$ cat src/rtl/cc_pkg.sv
// rtl/cc_pkg.sv - shared types, geometry constants and helpers for the cache controller
package cc_pkg;

    localparam int ADDR_W     = 32;
    localparam int TAG_W      = 17;
    localparam int IDX_W      = 9;
    localparam int OFF_W      = 6;
    localparam int WORD_W     = 32;
    localparam int BEAT_W     = 64;
    localparam int LINE_W     = 512;
    localparam int FILL_BEATS = 8;
    localparam int BEAT_CNT_W = 3;
    localparam int WSEL_W     = 4;

    localparam logic [3:0] MEM_ARLEN = 4'(FILL_BEATS - 1);

    typedef enum logic [2:0] {
        IDLE,
        LOOKUP,
        MISS_AR,
        FILL,
        TAG_WR,
        RESP
    } cc_state_e;

    function automatic logic [WORD_W-1:0] line_word(input logic [LINE_W-1:0] line,
                                                    input logic [WSEL_W-1:0] sel);
        return line[sel*WORD_W +: WORD_W];
    endfunction

endpackage

$ cat src/rtl/cc_fill_ctr.sv
// rtl/cc_fill_ctr.sv - line-fill beat counter with critical-word capture
module cc_fill_ctr
    import cc_pkg::*;
(
    input  logic                  clk,
    input  logic                  rst_n,
    input  logic                  beat_en,
    input  logic [OFF_W-1:0]      offset,
    input  logic [BEAT_W-1:0]     beat_data,
    output logic [BEAT_CNT_W-1:0] beat,
    output logic                  done,
    output logic [WORD_W-1:0]     crit_word
);

    assign done = beat_en && (beat == BEAT_CNT_W'(FILL_BEATS - 1));

    // The counter rolls over to 0 on the last beat, so every fill starts at slot 0.
    always_ff @(posedge clk) begin
        if (!rst_n) begin
            beat      <= '0;
            crit_word <= '0;
        end else if (beat_en) begin
            beat <= beat + 1'b1;
            if (beat == offset[OFF_W-1:3]) begin
                crit_word <= offset[2] ? beat_data[BEAT_W-1:WORD_W] : beat_data[WORD_W-1:0];
            end
        end
    end

endmodule

$ cat src/rtl/cc_ctrl_fsm.sv
// rtl/cc_ctrl_fsm.sv - read-only direct-mapped cache controller FSM; CC_PERF_CNT_EN adds hit/miss counters
module cc_ctrl_fsm
    import cc_pkg::*;
(
    input  logic                  clk,
    input  logic                  rst_n,
    input  logic                  inct_arvalid_i,
    input  logic [ADDR_W-1:0]     inct_araddr_i,
    output logic                  inct_arready_o,
    output logic                  inct_rvalid_o,
    output logic [WORD_W-1:0]     inct_rdata_o,
    input  logic                  inct_rready_i,
    output logic                  hs_pulse_o,
    output logic [TAG_W-1:0]      tag_o,
    output logic [IDX_W-1:0]      index_o,
    output logic [OFF_W-1:0]      offset_o,
    input  logic                  hit_i,
    input  logic                  miss_i,
    input  logic [LINE_W-1:0]     data_rdata_i,
    output logic                  tag_wren_o,
    output logic [TAG_W:0]        tag_wdata_o,
    output logic                  data_wren_o,
    output logic [BEAT_CNT_W-1:0] data_wbeat_o,
    output logic [BEAT_W-1:0]     data_wdata_o,
    output logic [IDX_W-1:0]      wr_index_o,
    output logic                  mem_arvalid_o,
    output logic [ADDR_W-1:0]     mem_araddr_o,
    output logic [3:0]            mem_arlen_o,
    input  logic                  mem_arready_i,
    input  logic                  mem_rvalid_i,
    input  logic [BEAT_W-1:0]     mem_rdata_i,
    input  logic                  mem_rlast_i,
    output logic                  mem_rready_o
`ifdef CC_PERF_CNT_EN
    ,
    output logic [31:0]           hit_cnt_o,
    output logic [31:0]           miss_cnt_o
`endif
);

    cc_state_e state, state_n;

    logic [ADDR_W-1:0]     addr_q;
    logic                  accept;
    logic                  lookup_eval;
    logic                  beat_en;
    logic                  fill_done;
    logic [BEAT_CNT_W-1:0] beat;
    logic [WORD_W-1:0]     crit_word;

    assign accept      = (state == IDLE) && inct_arvalid_i && inct_arready_o;
    // The first LOOKUP cycle issues the SRAM read; the comparator answers in the second.
    assign lookup_eval = (state == LOOKUP) && !hs_pulse_o;
    assign beat_en     = (state == FILL) && mem_rvalid_i && mem_rready_o;

    assign tag_o        = addr_q[ADDR_W-1 -: TAG_W];
    assign index_o      = addr_q[OFF_W +: IDX_W];
    assign offset_o     = addr_q[OFF_W-1:0];
    assign wr_index_o   = addr_q[OFF_W +: IDX_W];
    assign mem_araddr_o = {addr_q[ADDR_W-1:OFF_W], {OFF_W{1'b0}}};
    assign mem_arlen_o  = MEM_ARLEN;

    assign data_wren_o  = beat_en;
    assign data_wbeat_o = beat;
    assign data_wdata_o = beat_en ? mem_rdata_i : '0;

    cc_fill_ctr u_fill_ctr (
        .clk       (clk),
        .rst_n     (rst_n),
        .beat_en   (beat_en),
        .offset    (addr_q[OFF_W-1:0]),
        .beat_data (mem_rdata_i),
        .beat      (beat),
        .done      (fill_done),
        .crit_word (crit_word)
    );

    always_comb begin
        state_n = state;
        case (state)
            IDLE:    if (accept) state_n = LOOKUP;
            LOOKUP: begin
                if (lookup_eval) begin
                    if (hit_i)       state_n = RESP;
                    else if (miss_i) state_n = MISS_AR;
                end
            end
            MISS_AR: if (mem_arvalid_o && mem_arready_i) state_n = FILL;
            FILL:    if (fill_done) state_n = TAG_WR;
            TAG_WR:  state_n = RESP;
            RESP:    if (inct_rvalid_o && inct_rready_i) state_n = IDLE;
            default: state_n = IDLE;
        endcase
    end

    // Handshake outputs are registered from the next state so they line up with it.
    always_ff @(posedge clk) begin
        if (!rst_n) begin
            state          <= IDLE;
            addr_q         <= '0;
            inct_arready_o <= 1'b0;
            inct_rvalid_o  <= 1'b0;
            inct_rdata_o   <= '0;
            hs_pulse_o     <= 1'b0;
            tag_wren_o     <= 1'b0;
            tag_wdata_o    <= '0;
            mem_arvalid_o  <= 1'b0;
            mem_rready_o   <= 1'b0;
        end else begin
            state          <= state_n;
            inct_arready_o <= (state_n == IDLE);
            inct_rvalid_o  <= (state_n == RESP);
            hs_pulse_o     <= accept;
            tag_wren_o     <= (state_n == TAG_WR);
            tag_wdata_o    <= (state_n == TAG_WR) ? {1'b1, addr_q[ADDR_W-1 -: TAG_W]} : '0;
            mem_arvalid_o  <= (state_n == MISS_AR);
            mem_rready_o   <= (state_n == FILL);
            if (accept) begin
                addr_q <= inct_araddr_i;
            end
            if (lookup_eval && hit_i) begin
                inct_rdata_o <= line_word(data_rdata_i, addr_q[OFF_W-1:2]);
            end else if (state == TAG_WR) begin
                inct_rdata_o <= crit_word;
            end
        end
    end

`ifdef CC_PERF_CNT_EN
    always_ff @(posedge clk) begin
        if (!rst_n) begin
            hit_cnt_o  <= '0;
            miss_cnt_o <= '0;
        end else if (lookup_eval) begin
            if (hit_i) begin
                if (hit_cnt_o != 32'hFFFF_FFFF) hit_cnt_o <= hit_cnt_o + 32'd1;
            end else if (miss_i) begin
                if (miss_cnt_o != 32'hFFFF_FFFF) miss_cnt_o <= miss_cnt_o + 32'd1;
            end
        end
    end
`endif

`ifndef SYNTHESIS
    a_lookup_onehot: assert property (@(posedge clk) disable iff (!rst_n)
        lookup_eval |-> (hit_i ^ miss_i));
    a_rlast_on_last_beat: assert property (@(posedge clk) disable iff (!rst_n)
        beat_en |-> (mem_rlast_i == (beat == BEAT_CNT_W'(FILL_BEATS - 1))));
`endif

endmodule

$ cat config.mk
export PLATFORM = sky130hd
export DESIGN_NAME = cc_ctrl_fsm
export DESIGN_NICKNAME = d
export VERILOG_FILES = /design/src/rtl/cc_pkg.sv /design/src/rtl/cc_fill_ctr.sv /design/src/rtl/cc_ctrl_fsm.sv
export SDC_FILE = /design/constraint.sdc
export NUM_CORES = 1
export LEC_CHECK = 0
export BUFFER_PORTS_ARGS = -buffer_cell sky130_fd_sc_hd__buf_2
export CAP_MARGIN = 15
export CELL_PAD_IN_SITES_DETAIL_PLACEMENT = 0
export CELL_PAD_IN_SITES_GLOBAL_PLACEMENT = 1
export CORE_AREA = 2 2 315 317
export CTS_CLUSTER_DIAMETER = 200
export DETAILED_ROUTE_END_ITERATION = 10
export DIE_AREA = 0 0 317 319
export GPL_ROUTABILITY_DRIVEN = 0
export PLACE_DENSITY = 0.44
export SLEW_MARGIN = 20
export SYNTH_ARGS = -nofsm -noshare
export SYNTH_HDL_FRONTEND = slang
export SYNTH_SLANG_ARGS = --single-unit
$ cat constraint.sdc
create_clock -name clk -period 2.1 [get_ports clk]
set_clock_uncertainty 0.15 [all_clocks]
set_input_delay 0.105 -clock clk [delete_from_list [all_inputs] [get_ports clk]]
set_output_delay 0.105 -clock clk [all_outputs]
set_load 0.02 [all_outputs]
# After elaboration in Yosys (flattened, before gate mapping)
# Cells that the tools add are included.
# word_totals
regBits,126
inputBits,617
out_inout_bits,201
elab_cells,54
# classes
n_addsub,1
eq_ne,11
n_shift,1
mux,13
reduce_logical,15
# op_table
operator,count
512-bit by 10-bit variable part select with 32-bit output,1
32-bit two-way mux,3
64-bit two-way mux,1
3-bit two-way mux,7
18-bit two-way mux,1
3-bit case mux with 6 select lines,1
3-bit == test (second input constant),5
3-bit by 2-bit == test with 1-bit output (second input constant),4
1-bit logical AND,9
3-bit zero test,2
2-bit AND reduction,2
3-bit by 1-bit adder with 3-bit output (second input constant),1
3-bit by 1-bit == test with 1-bit output (second input constant),1
3-bit == test,1
2-bit nonzero test,1
1-bit zero test,1

# Longest topological paths before layout
# Gate-level depths: netlist of the first run.
# depth
depth_word,8
mapped_depth,8
mapped_depth_nobuf,6

# Modules after synthesis
# A second synthesis of the first run with hierarchy kept.
# hier_totals
hier_cells,1068
area_unflattened_um2,10446.3
# by_module_without_submodules
mod,n_inst,cells_each,area_each_um2
cc_ctrl_fsm,1,877,8613.3
cc_fill_ctr,1,191,1833.0

# Worst setup path before layout of the first run
# No wires, ideal clock.
# synth_path
path_kind,flip-flop to flip-flop
start,register addr_q[4]
end,register inct_rdata_o[0]
setup_ns,0.142
arrival_ns,1.890
path_slack_ns,-0.082
stages_incl_launch_ff,8
path_buffers,3
cell_sequence,dfxtp_1 buf_2 buf_6 buf_6 mux4_2 mux2_2 o221ai_1 a31oi_1
# synth_via
elab_chain_cells,2
# synth_rtl
element,line_no,source
from (decl),cc_ctrl_fsm.sv:43,logic [ADDR_W-1:0] addr_q;
from (signal assigned),cc_ctrl_fsm.sv:119,addr_q <= inct_araddr_i;
512-bit by 10-bit variable part select with 32-bit output,cc_pkg.sv:28,return line[sel*WORD_W +: WORD_W];
32-bit two-way mux,cc_ctrl_fsm.sv:121,if (lookup_eval && hit_i) begin
to (signal assigned),cc_ctrl_fsm.sv:122,"inct_rdata_o <= line_word(data_rdata_i, addr_q[OFF_W-1:2]);"
to (signal assigned),cc_ctrl_fsm.sv:124,inct_rdata_o <= crit_word;
to (decl),cc_ctrl_fsm.sv:11,"output logic [WORD_W-1:0] inct_rdata_o,"
# Every way passes these cells.
# A chain may end at the register's enable or synchronous reset.

# Worst setup path after layout of the first run
# layout_path
start,register addr_q[4]
end,register inct_rdata_o[18]
# Same word-level chain as after synthesis.

==> results_dict.tcl, run 1 <==
set metrics [dict create \
    numCtsBuffers 17 \
    p_sw_share_pct 38.0 \
    status "complete, no violations" \
    drt_iter0_drc 506 \
    rsz0062_at_grt "yes" \
    max_cap_viol_count 0 \
    die_x_um 317 \
    grt_pass1_wl_um 92300 \
    cts_tree "built" \
    die_h_um 319 \
    drt_pass1_iterations 6 \
    syn_avg_cell_area_um2 11.1 \
    fillers 10700 \
    clkSinkCount 125 \
    cpPeakStageDelay_ps 490 \
    antenna_found_initial 23 \
    track_usage_pct 13.1 \
    multiInputGateArea_mm2 0.00715 \
    post_dp_cell_area_mm2 0.0160 \
    grt_max_degree 47 \
    synth_cells 899 \
    ir_drop_v 0.000536 \
    worstPathRequired_ps 2290 \
    combinationalPowerShare_pct 46.6 \
    drc 0 \
    maxSlewViolCount 0 \
    drive_gt1_share_pct 69.4 \
    crit_path_start_kind "register" \
    synth_warnings 0 \
    hold_path_class "in -> reg" \
    initial_core_util_pct 10.2 \
    p_clk_share_pct 27.9 \
    path_class "reg -> reg" \
    area_growth_pct 92.2 \
    gr-total-overflow 0 \
    max_slew.worst_pin.slew_ps 619 \
    design_area_mm2 0.0192 \
    grt_pass1_vias 12200 \
    hpwl_um 56900 \
    vias_per_cell 3.70 \
    cts-htree-levels 4 \
    clock_latency_ps 470 \
    io_buffers 806 \
    postRouteAntennaNets 0 \
    routedWlPerCell_um 22.6 \
    yosys_register_bits 125 \
    period_share_pct 99.6 \
    netlist_area_mm2 0.0100 \
    end_kind "register" \
    worstPathArrival_ps 2280 \
    finish.utilization_pct 19.7 \
    totalWireLength_um 71400 \
    setup_viol 0 \
    internal_power_uw 6640 \
    seq_area_mm2 0.00252 \
    dieArea_mm2 0.101 \
    cts.clk_slew.worst_paths_ps 70 \
    total_power_uw 10700 \
    yosysSeqAreaShare_pct 25.0 \
    p_switching_uw 4070 \
    synthFlopType "dfxtp_1" \
    cts_buffer_depth 2 \
    synth_enable_flop_cells 0 \
    crit_slowest_cell "mux4_2" \
    relSlewSlack_pct 57.6 \
    hold_violations 0 \
    p_per_area_mw_per_mm2 556 \
    p_leak_uw 0.00861 \
    worstPathCellList "clkbuf_16, buf_8, mux4_2, mux2_2, o221ai_2, a31oi_1" \
    nets 2461 \
    io_pins 818 \
    async_flop_share_pct 0 \
    fin_crit_ps 2090 \
    coreArea_mm2 0.0977 \
    clk_root_buffer_cell "clkbuf_16" \
    max_freq_mhz 478 \
    holdWs_ps 14.6 \
    seqPwrFrac_pct 25.5 \
    dr_total_vias 11700 \
    rows 115 \
    ys_types 36 \
    path_max_fanout 10 \
    fin_setup_tns_ps 0 \
]
-- registers in the layout, indices dropped and copies added (netlist names) --
signal	flops
state	3
u_fill_ctr.beat	3
mem_arvalid_o	1
addr_q	32
u_fill_ctr.crit_word	32
hs_pulse_o	1
inct_rdata_o	32
tag_wren_o	1
inct_arready_o	1
tag_wdata_o	17
mem_rready_o	1
inct_rvalid_o	1
-- per-stage QoR --
stage | setup WS (ps) | std cells
5_1_grt | -74.2 | 3149
2_1_floorplan | -6.02 | 907
6_report | 8.08 | 3153
3_3_place_gp | -88.8 | 2954
3_5_place_dp | -45.7 | 2954
4_1_cts | -43.2 | 3111
-- final cells by class --
class / count / share of cell area [%]
multi-input combinational: 616 / 37.2
clock buffer: 18 / 2.28
tap: 1287 / 8.37
timing repair buffer: 1061 / 37.9
antenna: 11 / 0.143
clock inverter: 14 / 0.592
sequential: 125 / 13.1
inverter: 21 / 0.410
-- worst max-delay path, delay by kind of cell, from the launching register on --
family	cells	cell delay, ps
buffers and inverters	2	390
multiplexers	2	780
AO/OA/AOI/OAI	2	210
flip-flops	1	420
-- routing by layer --
metal  track usage, %  wire length [um]  vias up
met5                0                94        -
met4             3.22               948       14
met3             4.07              5660       64
met2             20.7             33300      599
met1             17.2             31300     5652
li1                 -                 -     5324
-- cells in the final DEF (no fill, tap or decap), types with 17 or more instances in the layout --
| cell | netlist | routed |
|---|---|---|
| dlygate4sd3_1 | 0 | 108 |
| o221ai_2 | 0 | 32 |
| buf_6 | 7 | 45 |
| o211a_1 | 32 | 32 |
| clkbuf_16 | 0 | 25 |
| nand2_1 | 66 | 66 |
| mux2_2 | 64 | 37 |
| a31oi_1 | 32 | 32 |
| nor3_2 | 18 | 17 |
| dfxtp_1 | 125 | 116 |
| buf_12 | 0 | 30 |
| buf_4 | 53 | 103 |
| and2_1 | 68 | 30 |
| and2_4 | 0 | 38 |
| mux2_4 | 0 | 27 |
| inv_1 | 21 | 21 |
| mux4_2 | 128 | 128 |
| buf_2 | 33 | 747 |
| a21boi_0 | 32 | 30 |
| mux2i_1 | 66 | 63 |
| nand3_1 | 34 | 33 |
-- cells in the mapped netlist (2+ instances only) --
library cell	count	area (um^2)
a21boi_0	32	240
a31oi_1	32	200
and2_1	68	425
buf_1	4	15.0
buf_2	33	165
buf_4	53	398
buf_6	7	78.8
clkbuf_1	48	180
conb_1	2	7.51
dfxtp_1	125	2500
ha_1	2	25.0
inv_1	21	78.8
mux2_2	64	721
mux2i_1	66	661
mux4_2	128	2880
nand2_1	66	248
nand2b_1	3	18.8
nand3_1	34	170
nor2_1	4	15.0
nor2b_1	6	37.5
nor3_1	2	10.0
nor3_2	18	180
o211a_1	32	320
o221ai_1	32	280
or3_1	2	12.5
or3b_1	2	17.5
xor2_1	4	35.0
-- timing repair --
| action | CTS | global route |
|---|---|---|
| hold buffers | 112 | 1 |
| setup buffers | 8 | 21 |
| gates cloned | 5 | 9 |
| setup endpoints to repair | 90 | 107 |
| pin swaps | 3 | 43 |
| endpoints found under the hold margin | 69 | 1 |
| gates resized for setup | 78 | 192 |
-- power by group through the flow --
stage	logic (uW)	registers [uW]	clock network (uW)
5_1_grt	5340	2760	3270
2_1_floorplan	2210	2890	0
3_3_place_gp	4300	2780	0
3_5_place_dp	4300	2780	0
4_1_cts	4590	2730	3200
6_report	4990	2730	2990
-- cells by family after synthesis --
family                     count (synthesis)  synth area share (%)
xor gates and xnor gates                   4                 0.350
buffers and inverters                    166                  9.15
AOI/OAI and AO/OA                        132                  10.7
adders and majority gates                  2                 0.250
and+or+nand+nor                          210                  11.9
DFF                                      125                  25.0
muxes                                    258                  42.6
other                                      2                0.0750
-- final timing paths --
kind	from	endpoint	slack, ps	depth (start not counted)
max	addr_q[4]	inct_rdata_o[18]	8	6
min	mem_rdata_i[18]	u_fill_ctr.crit_word[18]	10	4
max reg2reg	addr_q[4]	inct_rdata_o[18]	8	6
min reg2reg	addr_q[1]	addr_q[1]	320	2
Power figures use the tool's default switching activity.
==> run 2: changes to the inputs <==
==> constraint.sdc (replaced) <==
create_clock -name clk -period 2.1 [get_ports clk]
set_clock_uncertainty 0.15 [all_clocks]
set_input_delay 0.21 -clock clk [delete_from_list [all_inputs] [get_ports clk]]
set_output_delay 0.21 -clock clk [all_outputs]
set_load 0.02 [all_outputs]
==> run 2 against run 1 <==
The flow now finishes with violations (setup timing); setup slack lost 110 ps; wire length decreased by 2.4%; via count is 1.7% lower; critical path type unchanged.
==> results_dict.tcl, run 2 (synthesis gave the netlist of run 1 again) <==
set metrics [dict create \
    status "finished with violations" \
    violations "setup timing" \
    numCtsBuffers 17 \
    postRouteAntennaNets 0 \
    ir_drop_v 0.000597 \
    setup_ws_ps -99.3 \
    drt_iter0_drc 572 \
    clk_root_buffer_cell "clkbuf_16" \
    grt_max_degree 55 \
    max_slew.worst_pin.slew_ps 612 \
    cts_buffer_depth 2 \
    antenna_found_initial 22 \
    crit_slowest_cell "mux4_2" \
    dieArea_mm2 0.101 \
    clkSinkCount 125 \
    path_max_fanout 9 \
    post_dp_cell_area_mm2 0.0160 \
    preCtsSetupSlack_ps -175 \
    io_buffers 806 \
    cpPeakStageDelay_ps 500 \
    io_pins 818 \
    hold_violations 0 \
    worstPathArrival_ps 2380 \
    worstPathCellList "clkbuf_16, buf_6, mux4_2, mux2_2, o221ai_1, a31oi_1" \
    relSlewSlack_pct 58.0 \
    die_h_um 319 \
    p_per_area_mw_per_mm2 584 \
    fillers 10800 \
    crit_path_start_kind "register" \
    nets 2400 \
    path_class "reg -> reg" \
    clock_latency_ps 480 \
    track_usage_pct 13.1 \
    period_share_pct 105 \
    hold_path_class "in -> reg" \
    cts_tree "built" \
    worstPathRequired_ps 2280 \
    grt_pass1_vias 12300 \
    drt_pass1_iterations 7 \
    die_x_um 317 \
    end_kind "register" \
    drc 0 \
    max_freq_mhz 455 \
    max_cap_viol_count 0 \
    stdcell_count 3087 \
    p_leak_uw 0.00830 \
    maxSlewViolCount 0 \
    area_growth_pct 85.9 \
    coreArea_mm2 0.0977 \
    fin_crit_ps 2200 \
    rows 115 \
    initial_core_util_pct 10.2 \
    cts.clk_slew.worst_paths_ps 80 \
    vias_per_cell 3.71 \
    largestRegisters "addr_q: 32 flops, inct_rdata_o: 32 flops, u_fill_ctr.crit_word: 32 flops" \
    setup_viol 92 \
    dr_total_vias 11500 \
    layout_commonest_cell "buf_2" \
    dp_cells 2953 \
    grt_pass1_wl_um 92900 \
    total_power_uw 10900 \
    final_cell_mix "buf_2 (740), mux4_2 (128), dfxtp_1 (117)" \
    gr-total-overflow 0 \
    hpwl_um 56500 \
    fin_setup_tns_ps -4430 \
    routedWlPerCell_um 22.6 \
    design_area_mm2 0.0186 \
    rsz0062_at_grt "yes" \
    totalWireLength_um 69700 \
    drive_gt1_share_pct 71.2 \
    cts-htree-levels 4 \
]
-- run 2: changes by cell type in the layout (fill, tap and decap cells not counted), moves of 7 or more --
cell,change
mux2_4,-13
buf_6,+29
and2_4,+18
dlygate4sd3_1,-43
o221ai_1,+16
mux2_2,+13
buf_4,-29
and2_1,-18
o221ai_2,-16
buf_2,-7
-- run 2: path summary, 6_finish.rpt --
path	startpoint	to	slack, ps	cells after the start
max	addr_q[4]	inct_rdata_o[27]	-100	6
min	mem_rdata_i[1]	u_fill_ctr.crit_word[1]	40	4
max reg2reg	addr_q[4]	inct_rdata_o[27]	-100	6
min reg2reg	addr_q[0]	addr_q[0]	310	2
-- run 2: final cells by class --
class	instances	area, um^2	area share [%]
well taps	1287	1610	8.65
clock inverters	14	193	1.04
clock buffers	18	429	2.31
inverters	21	78.8	0.423
flip-flops and latches	125	2520	13.6
multi-input cells	616	7050	37.9
diodes	6	15.0	0.0807
repair buffers	1000	6710	36.1
-- run 2: routing by layer --
| layer | vias up | wire (um) | GRT usage, % |
|---|---|---|---|
| li1 | 5184 | - | - |
| met5 | - | 52 | 0 |
| met2 | 658 | 32800 | 21.5 |
| met4 | 8 | 1230 | 3.10 |
| met3 | 70 | 5530 | 4.06 |
| met1 | 5540 | 30100 | 16.6 |
-- run 2: critical path, delay by kind of cell, from the launching register on --
| family | cells | cell delay (ps) |
|---|---|---|
| buf+inv | 2 | 380 |
| mux | 2 | 820 |
| flops | 1 | 450 |
| compound gates | 2 | 250 |
-- run 2: repair_timing --
action	4_1_cts	5_1_grt
resized for setup	230	48
buffers inserted	16	9
cloned	7	4
hold endpoints to repair	53	0
hold buffers	65	0
pin swaps	36	15
setup endpoints to repair	99	145
-- run 2: where the power goes --
part | switching [uW] | internal, uW
logic | 2370 | 2370
registers | 167 | 2550
clock network | 1420 | 1990
-- run 2: through the flow --
step                      hold slack (ps)  util (%)
after floorplan                       197         -
after global placement                310      16.3
after detailed placement              310      16.3
after CTS                            15.9      18.8
after global routing                 44.9      19.0
final                                41.0      19.1
==> run 3: changes to the inputs <==
SETUP_SLACK_MARGIN = 0.05   (was unset)
==> run 3 against run 2 <==
Count of clock-buffer cells in the layout grew 2; wire length is 8.9% higher; non-clock buffer count grew 24; design area rose by 3.2%; critical path depth rose by 1; die area unchanged; fmax up 1.3%; sequential cell count is the same; critical endpoint is now data_wdata_o[6]; worst hold slack improved by 1.5 ps; the run still ends with setup timing left; power up 6.2%; core utilization increased by 0.60 points; sequential power is essentially flat; largest cell class unchanged.
==> results_dict.tcl, run 3 (synthesis gave the netlist of run 1 again) <==
set metrics [dict create \
    status "finished with violations" \
    violations "setup timing" \
    r2r_start "addr_q[4]" \
    cts-htree-levels 4 \
    io_buffers 806 \
    cts_buffer_depth 2 \
    crit_slowest_cell "dfxtp_2" \
    layout_commonest_cell "buf_2" \
    drt_pass1_iterations 5 \
    routedWlPerCell_um 24.4 \
    grt_pass1_wl_um 95800 \
    crit_family "buffers and inverters" \
    total_power_uw 11500 \
    ir_drop_v 0.000541 \
    postRouteAntennaNets 0 \
    clock_latency_ps 470 \
    path_class "reg -> out" \
    p_per_area_mw_per_mm2 601 \
    cts_tree "built" \
    relSlewSlack_pct 62.5 \
    setup_ws_ps -70.2 \
    r2r_cells 7 \
    cpMostUsedCell "buf_6" \
    crit_path_start_kind "register" \
    largestRegisters "addr_q: 32 flops, inct_rdata_o: 32 flops, u_fill_ctr.crit_word: 32 flops" \
    hold_depth 4 \
    initial_core_util_pct 10.2 \
    p_leak_uw 0.00859 \
    vias_per_cell 3.81 \
    hpwl_um 57600 \
    period_share_pct 103 \
    preCtsSetupSlack_ps 13.2 \
    max_freq_mhz 461 \
    whs_endpoint "u_fill_ctr.crit_word[1]" \
    worstPathArrival_ps 1810 \
    grt_max_degree 65 \
    worstPathCellList "buf_6, nand2b_4, nor2_4, buf_12, clkbuf_16, and2_4, buf_6" \
    fillers 10800 \
    drt_iter0_drc 729 \
    dieArea_mm2 0.101 \
    rrSetupSlack_ps -10 \
    rows 115 \
    clk_root_buffer_cell "clkbuf_16" \
    area_growth_pct 91.8 \
    hp-start "mem_rdata_i[33]" \
    grt_pass1_vias 12200 \
    die_x_um 317 \
    holdWs_ps 42.5 \
    drive_gt1_share_pct 71.4 \
    hold_violations 0 \
    dr_total_vias 11900 \
    io_pins 818 \
    die_h_um 319 \
    final_cell_mix "buf_2 (740), mux4_2 (128), dfxtp_1 (118)" \
    track_usage_pct 13.7 \
    max_cap_viol_count 0 \
    maxSlewViolCount 0 \
    path_max_fanout 8 \
    worst-path-buf-inv 4 \
    antenna_found_initial 29 \
    finish.utilization_pct 19.7 \
    coreArea_mm2 0.0977 \
    nets 2424 \
    hold_path_class "in -> reg" \
    totalWireLength_um 75900 \
    max_slew.worst_pin.slew_ps 547 \
    r2r_end "inct_rdata_o[11]" \
    rsz0062_at_grt "yes" \
    cts.clk_slew.worst_paths_ps 60 \
    setup_viol 66 \
    drc 0 \
    gr-total-overflow 0 \
    clkSinkCount 125 \
    worstPathRequired_ps 1740 \
    fin_crit_ps 2170 \
    cpPeakStageDelay_ps 320 \
    numCtsBuffers 17 \
    end_kind "output port" \
]
## run 3: cell count changes in the layout (fill, tap and decap cells not counted), moves of 7 or more
cell,delta
nor3_2,-11
mux2_4,+20
o221ai_1,-7
nor3_4,+11
mux2_2,-20
o221ai_2,+7
buf_4,+9
clkbuf_16,+8
## run 3: through the flow
step           area (um^2)  setup TNS [ps]  std cells
2_1_floorplan        10100               0        907
3_3_place_gp         15800               0       2940
3_5_place_dp         15800               0       2940
4_1_cts              18300           -5140       3071
5_1_grt              19200           -9840       3109
6_report             19200           -2490       3113
## run 3: final cells by class
type,instances,area (um^2),area share [%]
multi-input combinational,616,7180,37.4
tap,1287,1610,8.39
timing repair buffer,1024,7120,37.1
sequential,125,2520,13.1
clock inverter,12,208,1.08
antenna,8,20.0,0.104
clock buffer,20,467,2.43
inverter,21,78.8,0.411
## run 3: how the worst max path moves through the flow
stage          cells past startpoint  slack (ps)                to       from
3_3_place_gp                       6          20   inct_rdata_o[3]  addr_q[4]
3_5_place_dp                       6          10   inct_rdata_o[7]  addr_q[4]
2_1_floorplan                      6          50  inct_rdata_o[28]  addr_q[5]
5_1_grt                            7        -160   data_wdata_o[1]   state[2]
6_report                           7         -70   data_wdata_o[6]   state[2]
4_1_cts                            7        -170  data_wdata_o[42]   state[2]
## run 3: per-layer routing
metal | vias up | GRT usage (%) | wire, um
li1 | 5251 | - | -
met1 | 5854 | 17.3 | 32300
met2 | 655 | 22.8 | 36400
met3 | 86 | 3.60 | 5630
met4 | 16 | 3.42 | 1440
met5 | - | 0 | 96
## run 3: worst min-delay path: stages
cell and delay (ps):
buf_2 90, mux2i_1 90, nand3_1 100, o211a_1 130
## run 3: what timing repair did
item                                    in CTS  in global routing
endpoints found under the setup margin     112                104
pin swaps                                   25                 42
hold buffers                                66                  0
resized for setup                          203                109
gates cloned                                 9                 13
endpoints found under the hold margin       57                  0
setup buffers                               24                 23
## run 3: power by group
part	internal, uW	total (uW)	switching, uW
Combinational	2580	5170	2590
Sequential	2550	2730	185
Clock	2210	3630	1420
